--- config.mk ---
export PLATFORM = sky130hd
export DESIGN_NAME = program_loader
export DESIGN_NICKNAME = d
export VERILOG_FILES = /design/src/rtl/program_loader.sv
export SDC_FILE = /design/constraint.sdc
export NUM_CORES = 1
export LEC_CHECK = 0
export ABC_AREA = 1
export ABC_CLOCK_PERIOD_IN_PS = 2700
export CORE_MARGIN = 5
export CORE_UTILIZATION = 45
export DETAILED_ROUTE_END_ITERATION = 7
export PLACE_DENSITY = 0.73
export SKIP_CTS_REPAIR_TIMING = 1
export SLEW_MARGIN = 30
export SYNTH_ARGS = -nofsm -noshare
export SYNTH_HDL_FRONTEND = slang
export SYNTH_SLANG_ARGS = --single-unit
--- constraint.sdc ---
create_clock -name clk -period 2.7 [get_ports clk]
set_input_delay 0.675 -clock clk [delete_from_list [all_inputs] [get_ports clk]]
set_output_delay 0.675 -clock clk [all_outputs]
set_load 0.01 [all_outputs]
--- src/rtl/program_loader.sv ---
// Streams instruction words into instruction memory, then holds the core in
// reset for a programmable number of cycles before releasing it to run.
module program_loader #(
  parameter int unsigned ADDR_W      = 20,
  parameter int unsigned DATA_W      = 16,
  parameter int unsigned MEM_DEPTH   = 2**20,
  parameter int unsigned HOLD_CYCLES = 4
) (
  input  logic              clk,
  input  logic              reset,
  input  logic              start,
  input  logic [ADDR_W-1:0] baseAddr,
  input  logic [ADDR_W-1:0] wordCount,
  input  logic [DATA_W-1:0] inData,
  input  logic              inValid,
  output logic              inReady,
  output logic [ADDR_W-1:0] instrWriteAddress,
  output logic [DATA_W-1:0] instrWriteData,
  output logic              instrWriteEnable,
  output logic              coreReset,
  output logic              busy,
  output logic              done,
  output logic              err
);

  localparam logic [1:0] StIdle = 2'd0;
  localparam logic [1:0] StLoad = 2'd1;
  localparam logic [1:0] StHold = 2'd2;
  localparam logic [1:0] StRun  = 2'd3;

  localparam logic [ADDR_W-1:0] AddrOne  = ADDR_W'(1);
  localparam logic [7:0]        HoldLast = 8'(HOLD_CYCLES - 1);

  logic [1:0]        state_q, state_d;
  logic [ADDR_W-1:0] base_q, base_d;
  logic [ADDR_W-1:0] count_q, count_d;
  logic [ADDR_W-1:0] idx_q, idx_d;
  logic [7:0]        hold_q, hold_d;
  logic              in_ready_q, in_ready_d;
  logic [ADDR_W-1:0] waddr_q, waddr_d;
  logic [DATA_W-1:0] wdata_q, wdata_d;
  logic              we_q, we_d;
  logic              core_reset_q, core_reset_d;
  logic              busy_q, busy_d;
  logic              done_q, done_d;
  logic              err_q, err_d;

  logic              hs;
  logic [ADDR_W-1:0] addr;
  logic              in_range;

  // Next-state logic; every output is a flop fed from the next state so
  // nothing combinational reaches a port.
  always_comb begin
    state_d  = state_q;
    base_d   = base_q;
    count_d  = count_q;
    idx_d    = idx_q;
    hold_d   = hold_q;
    waddr_d  = waddr_q;
    wdata_d  = wdata_q;
    we_d     = 1'b0;
    err_d    = err_q;
    hs       = in_ready_q && inValid;
    addr     = base_q + idx_q;  // wraps mod 2**ADDR_W
    in_range = 64'(addr) < 64'(MEM_DEPTH);

    case (state_q)
      StIdle, StRun: begin
        if (start) begin
          if (wordCount != '0) begin
            base_d  = baseAddr;
            count_d = wordCount;
            idx_d   = '0;
            err_d   = 1'b0;
            state_d = StLoad;
          end else begin
            hold_d  = '0;
            state_d = StHold;
          end
        end
      end
      StLoad: begin
        if (hs) begin
          waddr_d = addr;
          wdata_d = inData;
          // Out-of-range words are consumed but never written.
          if (in_range) we_d = 1'b1;
          else          err_d = 1'b1;
          idx_d = idx_q + AddrOne;
          if (idx_q == count_q - AddrOne) begin
            hold_d  = '0;
            state_d = StHold;
          end
        end
      end
      StHold: begin
        if (hold_q == HoldLast) state_d = StRun;
        else                    hold_d  = hold_q + 8'd1;
      end
      default: state_d = StIdle;
    endcase

    in_ready_d   = (state_d == StLoad);
    busy_d       = (state_d == StLoad) || (state_d == StHold);
    done_d       = (state_d == StRun);
    core_reset_d = (state_d != StRun);
  end

  // State and registered outputs; synchronous reset wins over everything.
  always_ff @(posedge clk) begin
    if (reset) begin
      state_q      <= StIdle;
      base_q       <= '0;
      count_q      <= '0;
      idx_q        <= '0;
      hold_q       <= '0;
      in_ready_q   <= 1'b0;
      waddr_q      <= '0;
      wdata_q      <= '0;
      we_q         <= 1'b0;
      core_reset_q <= 1'b1;
      busy_q       <= 1'b0;
      done_q       <= 1'b0;
      err_q        <= 1'b0;
    end else begin
      state_q      <= state_d;
      base_q       <= base_d;
      count_q      <= count_d;
      idx_q        <= idx_d;
      hold_q       <= hold_d;
      in_ready_q   <= in_ready_d;
      waddr_q      <= waddr_d;
      wdata_q      <= wdata_d;
      we_q         <= we_d;
      core_reset_q <= core_reset_d;
      busy_q       <= busy_d;
      done_q       <= done_d;
      err_q        <= err_d;
    end
  end

  assign inReady           = in_ready_q;
  assign instrWriteAddress = waddr_q;
  assign instrWriteData    = wdata_q;
  assign instrWriteEnable  = we_q;
  assign coreReset         = core_reset_q;
  assign busy              = busy_q;
  assign done              = done_q;
  assign err               = err_q;

endmodule

==> flow_summary.yaml, run 1 <==
clocking:
  cts-buffers-inserted: 9
  clockRootBuffer: "clkbuf_16"
  register_clock_pin_slew_on_the_reported_worst_setup_and_hold_paths_ns: 0.08
  cts_num_sinks: 111
  cts_htree_levels: 3
  clock_insertion_delay_worst_skew_ns: 0.37
  tritoncts: "built"
  largest_buffer_count_on_any_clock_path: 2
logic_synthesis:
  yosys.area.top_type_share_pct: 34.23
  post_synth_fa_ha_maj_area_fraction_pct: 5.512
  number_of_synthesized_flops_with_an_enable_pin: 0
  synthArstFlopShare_pct: 0
  synth_compound_area_share_pct: 15.82
  post_synth_xor_area_fraction_pct: 5.396
  synth_flop_cell: "dfxtp_1"
  synth.lib_cells_used.distinct: 40
  synth-seq-area-share_pct: 34.23
  largest_family_of_logic_cells_by_synthesized_area: "simple AND/OR/NAND/NOR gates"
  post_synth_main_area_contributors: "dfxtp_1 34%, nand2_1 11%, nor2_1 8.7%"
  syn-mean-instance-area_um2: 6.728
  post_synth_inst_count: 965
  synth_seq_cells: 111
  synth_nets: 1053
  mux_contribution_to_synthesized_area_pct: 0
  post_synth_instance_area_um2: 6492
  synth_warnings: 0
  post_synthesis_cell_type_with_the_largest_combined_area: "dfxtp_1"
  synthSimpleGateAreaFrac_pct: 30.80
die:
  die_x_um: 130.1
  start_util_pct: 46.41
  floorplan.die_area_um2: 16930
  floorplan.core_area_um2: 13990
  row_count: 43
  io-pin-count: 102
  floorplan.die.height_um: 130.1
power:
  share_seq_of_total_power_pct: 42.5
  power.density_cell_area_nw_per_um2: 514.3
  share_clk_of_total_power_pct: 33.0
  internal-power_uw: 2916
  vdd_ir_drop_max_mv: 0.3863
  power_switching_uw: 1371
  power.combinational.fraction_pct: 24.5
  p_sw_share_pct: 31.99
  p_leak_uw: 0.003713
timing:
  unrepaired_setup_endpoints_after_global_routing: "false"
  timing_worst_slew_pin_value_ns: 0.5879
  final.period_utilization_pct: 93.07
  final_period_minus_worst_setup_slack_ns: 2.513
  timing.setup.tns_ns: 0
  final_max_slew_viol_count: 0
  worst_slew_margin_rel_pct: 60.44
  hold_viol: 0
  fmaxAchievable_ghz: 0.3979
  setup_viol: 0
  fin_skew_ns: 0.009312
global_routing:
  gr-total-overflow: 0
  grt_pass1_vias: 6314
  global_route_wire_length_before_repair_um: 30500
  antenna_found_initial: 0
  grt_max_degree: 48
  track_usage_pct: 22.35
routing:
  drt.antenna.violating_nets: 0
  drt_iter0_drc: 438
  detail_route.vias_per_cell: 5.222
  route.final.wire_length_um: 18240
  routed_length_per_placed_instance_um: 14.29
  drc_errors: 0
  routed-via-count: 6663
  drt_pass1_iterations: 5
setup_path:
  path_type_of_the_worst_setup_path: "flip-flop to flip-flop"
  critical_path_fanouts_max: 3
  timing.critical_path.mode_cell: "inv_1"
  critPathArrivalTime_ns: 2.83
  crit_chain: "ha_1 > inv_1 > fa_1 > inv_1 > nand3_1 > nand2_1 > a21oi_1 > inv_1 > nand2_1 > nand2_1 > a21oi_1 > o21ai_0 > xor2_1 > o21bai_1 > inv_1"
  worst_setup_path_start_kind: "flip-flop"
  worst-endpoint-required_ns: 3.02
  timing.critical_path.to_type: "flip-flop"
  critPathMaxStageDelay_ns: 0.40
  cp_slowest_cell: "fa_1"
placed_design:
  hpwlAfterDp_um: 13940
  port_buffers: 100
  numPlacedInstances: 1259
  gp_congestion: 0.9230
layout:
  nFillCells: 1396
  antenna-diode-count: 0
  synthToLayoutAreaGrowth_pct: 28.39
  final_nets: 1179
  share_of_layout_cells_above_drive_strength_1_pct: 8.850
  final_cell_count_no_fill: 1276
min_path:
  path_class_of_the_lowest_slack_min_delay_path: "flip-flop to flip-flop"
flow_run:
  drv_cap: 0
run_status:
  status: "finished, final reports clean"
worst paths after layout:
path,end,cells past startpoint,slack [ns],startpoint
worst max-delay path,instrWriteAddress[16],15,0.19,idx_q[0]
worst min-delay path,instrWriteAddress[17],2,0.51,instrWriteAddress[17]
worst max register to register,instrWriteAddress[16],15,0.19,idx_q[0]
worst min register to register,instrWriteAddress[17],2,0.51,instrWriteAddress[17]
worst max-delay path: cells and delay by family, from the launching register on:
family                   cells  cell delay [ns]
AO/OA/AOI/OAI                4             0.51
XOR/XNOR                     1             0.26
adder cells (fa/ha/maj)      2             0.61
buffers and inverters        4             0.31
flip-flops                   1             0.39
AND/OR/NAND/NOR              4             0.37
final cells by class:
type / instances / area (um2) / share of cell area [%]
Clock buffer: 10 / 229.0 / 2.747
Clock inverter: 6 / 77.57 / 0.9307
Inverter: 99 / 371.6 / 4.458
Multi-Input combinational cell: 718 / 3780 / 45.35
Sequential cell: 111 / 2223 / 26.67
Tap cell: 180 / 225.2 / 2.702
Timing Repair Buffer: 152 / 1429 / 17.14
cell usage after synthesis, types with 4 or more instances:
cell,n
o21ai_0,89
nand2_2,4
dfxtp_1,111
xnor2_1,9
clkbuf_2,5
a21oi_1,71
nand2_1,183
clkbuf_1,22
nand3b_1,5
nor2_1,151
nand4_1,27
nand3_1,53
buf_2,9
ha_1,27
o21bai_1,11
inv_1,95
nor3_1,13
nor4_1,10
xor2_1,31
o211ai_1,4
cells by family after synthesis:
group	count (synthesis)
AO/OA/AOI/OAI	189
XOR/XNOR	40
adder cells (fa/ha/maj)	28
buffers and inverters	136
flip-flops	111
other	1
AND/OR/NAND/NOR	460
layer usage:
layer  share of wire [%]  global-route usage, %
met5                   0                      0
met4                 1.8                  6.051
met3                 9.1                  8.064
met2                  43                  34.76
met1                  46                  29.41
sequential cells by signal, indices dropped and copies added, names as in the netlist:
name,count
count_q,20
state_q,2
base_q,20
coreReset,1
instrWriteAddress,20
inReady,1
instrWriteEnable,1
done,1
busy,1
hold_q,8
idx_q,20
instrWriteData,16
through the flow:
stage / total power, uW / util (%) / area, um2 / hold slack, ns / worst slack (ns)
after global routing: 4543 / 59.59 / 8335 / 0.5362 / 0.004252
after floorplan: 2482 / - / 6492 / 0.4479 / 0.4420
after detailed placement: 2885 / 57.06 / 7981 / 0.4861 / -0.2141
after global placement: 2874 / 57.06 / 7981 / 0.4820 / -0.1962
final: 4287 / 59.59 / 8335 / 0.5066 / 0.1870
after CTS: 4302 / 59.25 / 8288 / 0.5010 / 0.03940
cells in the final DEF (no fill, tap or decap), drive strengths merged, types with 3 or more instances in the layout:
cell type / count
nand2: 189
nor2: 156
dfxtp: 111
clkdlybuf4s50: 100
inv: 100
o21ai: 89
a21oi: 73
nand3: 53
buf: 52
xor2: 31
nand4: 27
ha: 27
nor3: 13
o21bai: 11
nor4: 10
clkbuf: 10
xnor2: 9
nand3b: 5
o211ai: 4
clkinv: 4
and2: 3
o221ai: 3
power by group through the flow:
stage               Sequential [uW]  Clock [uW]  Combinational, uW
CTS                            1820        1450               1040
global placement               1860           0               1020
finish                         1820        1410               1050
global route                   1830        1520               1190
detailed placement             1860           0               1030
floorplan                      1840           0                638
Power figures use the tool's default switching activity.
==> inputs of run 2 (changes only) <==
Settings changed: GPL_TIMING_DRIVEN set to 0.
==> run 2 against run 1 <==
  * Global-route usage increased by 1.7 points
  * Final cell count decreased by 1.1%
  * Routed wire length increased by 10%
  * Flip-flop and latch count unchanged
  * Critical path depth decreased by 4
  * Maximum frequency decreased by 1.3%
  * Critical endpoint is now busy
==> flow_summary.yaml, run 2 (synthesis gave the netlist of run 1 again) <==
run_status:
  status: "finished, final reports clean"
layout:
  final_nets: 1165
  final_cell_mix: "181 x nand2_1, 149 x nor2_1, 109 x dfxtp_1"
  final_common_cell: "nand2_1"
  nFillCells: 1361
  synthToLayoutAreaGrowth_pct: 25.40
  share_of_layout_cells_above_drive_strength_1_pct: 6.377
  antenna-diode-count: 0
  finish.utilization_pct: 58.20
  final_cell_count_no_fill: 1262
global_routing:
  gr-total-overflow: 0
  global_route_wire_length_before_repair_um: 31630
  antenna_found_initial: 0
  track_usage_pct: 24.00
  grt_max_degree: 22
  grt_pass1_vias: 6097
routing:
  routed_length_per_placed_instance_um: 15.90
  dr_wl_met3_um: 1768
  routed-via-count: 6627
  drt_iter0_drc: 590
  route.met2.wl_um: 8637
  detail_route.vias_per_cell: 5.251
  top_routing_layer_in_use: "met4"
  wl_met1_um: 9289
  drc_errors: 0
  route.final.wire_length_um: 20060
  drt.antenna.violating_nets: 0
  drt_pass1_iterations: 8
timing:
  worst_slew_margin_rel_pct: 52.15
  timing.setup.tns_ns: 0
  final_max_slew_viol_count: 0
  hold_viol: 0
  final_period_minus_worst_setup_slack_ns: 2.547
  setup_viol: 0
  timing_worst_slew_pin_value_ns: 0.7122
  fin_skew_ns: 0.01856
  final.period_utilization_pct: 94.33
  fmaxAchievable_ghz: 0.3926
power:
  internal-power_uw: 2817
  p_sw_share_pct: 33.72
  power_switching_uw: 1433
  share_clk_of_total_power_pct: 32.7
  vdd_ir_drop_max_mv: 0.4084
  power.combinational.fraction_pct: 24.2
  share_seq_of_total_power_pct: 43.1
  power.density_cell_area_nw_per_um2: 522.0
  p_leak_uw: 0.003579
die:
  die_x_um: 130.1
  row_count: 43
  floorplan.core_area_um2: 13990
  floorplan.die_area_um2: 16930
  start_util_pct: 46.41
  floorplan.die.height_um: 130.1
  io-pin-count: 102
setup_path:
  timing.critical_path.to_type: "flip-flop"
  path_type_of_the_worst_setup_path: "input port to flip-flop"
  worst_setup_path_start_kind: "input port"
  critical_path_fanouts_max: 8
  critPathMaxStageDelay_ns: 0.44
  critical-path-top-delay-family: "simple AND/OR/NAND/NOR gates"
  worst-endpoint-required_ns: 2.95
  critPathArrivalTime_ns: 2.79
  cp.buffers_inverters: 2
  crit_chain: "clkdlybuf4s50_1 > nor4_2 > and2_4 > nand4_1 > nand2_2 > nor2_2 > a21oi_2 > nand2_1 > ha_1 > inv_1 > nor2_1"
  cp_slowest_cell: "clkdlybuf4s50_1"
clocking:
  cts-buffers-inserted: 9
  clock_insertion_delay_worst_skew_ns: 0.37
  cts_num_sinks: 111
  clockRootBuffer: "clkbuf_16"
  largest_buffer_count_on_any_clock_path: 2
  cts_htree_levels: 3
  tritoncts: "built"
  register_clock_pin_slew_on_the_reported_worst_setup_and_hold_paths_ns: 0.09
min_path:
  path_class_of_the_lowest_slack_min_delay_path: "flip-flop to flip-flop"
placed_design:
  gp_congestion: 0.9425
  hpwlAfterDp_um: 15360
  numPlacedInstances: 1245
  port_buffers: 100
flow_run:
  drv_cap: 0
## run 2: worst min-delay path, cell delays in order, from the launching register on
cell and delay (ns):
dfxtp_1 0.34, nand2_1 0.07, a21oi_1 0.05
## run 2: final timing paths
path                                   start               endpoint  slack [ns]  cells past startpoint
worst max register to register      idx_q[0]  instrWriteAddress[16]        0.18                     15
worst max-delay path            wordCount[1]                   busy        0.15                     11
worst min-delay path               hold_q[1]              hold_q[1]        0.50                      2
worst min register to register     hold_q[1]              hold_q[1]        0.50                      2
## run 2: power by group through the flow
stage	Combinational, uW	Clock [uW]	Sequential (uW)
after floorplan	638	0	1840
after global placement	974	0	1860
after detailed placement	979	0	1860
after CTS	987	1410	1830
after global routing	1160	1480	1850
final	1030	1390	1830
## run 2: per-stage QoR
step	hold WS (ns)	area [um2]	setup WS [ns]	total power, uW
final	0.5042	8142	0.1531	4250
after global routing	0.5231	8142	-0.01428	4483
after CTS	0.5028	8023	-0.2130	4226
after detailed placement	0.4912	7719	-0.5088	2839
after global placement	0.4825	7719	-0.4754	2834
after floorplan	0.4479	6492	0.4420	2482
## run 2: layer usage
| metal | track usage (%) | vias to the layer above |
|---|---|---|
| li1 | - | 3404 |
| met1 | 33.65 | 2979 |
| met2 | 36.36 | 223 |
| met3 | 6.918 | 21 |
| met4 | 6.112 | 0 |
| met5 | 0 | - |
## run 2: layout make-up
cell class	instances	area (um2)	area share [%]
sequential	111	2227	27.36
clock buffer	10	239.0	2.935
multi-input combinational	718	3811	46.81
tap	180	225.2	2.766
clock inverter	6	65.06	0.7991
inverter	99	374.1	4.595
buffer	37	186.4	2.290
timing repair buffer	101	1013	12.45
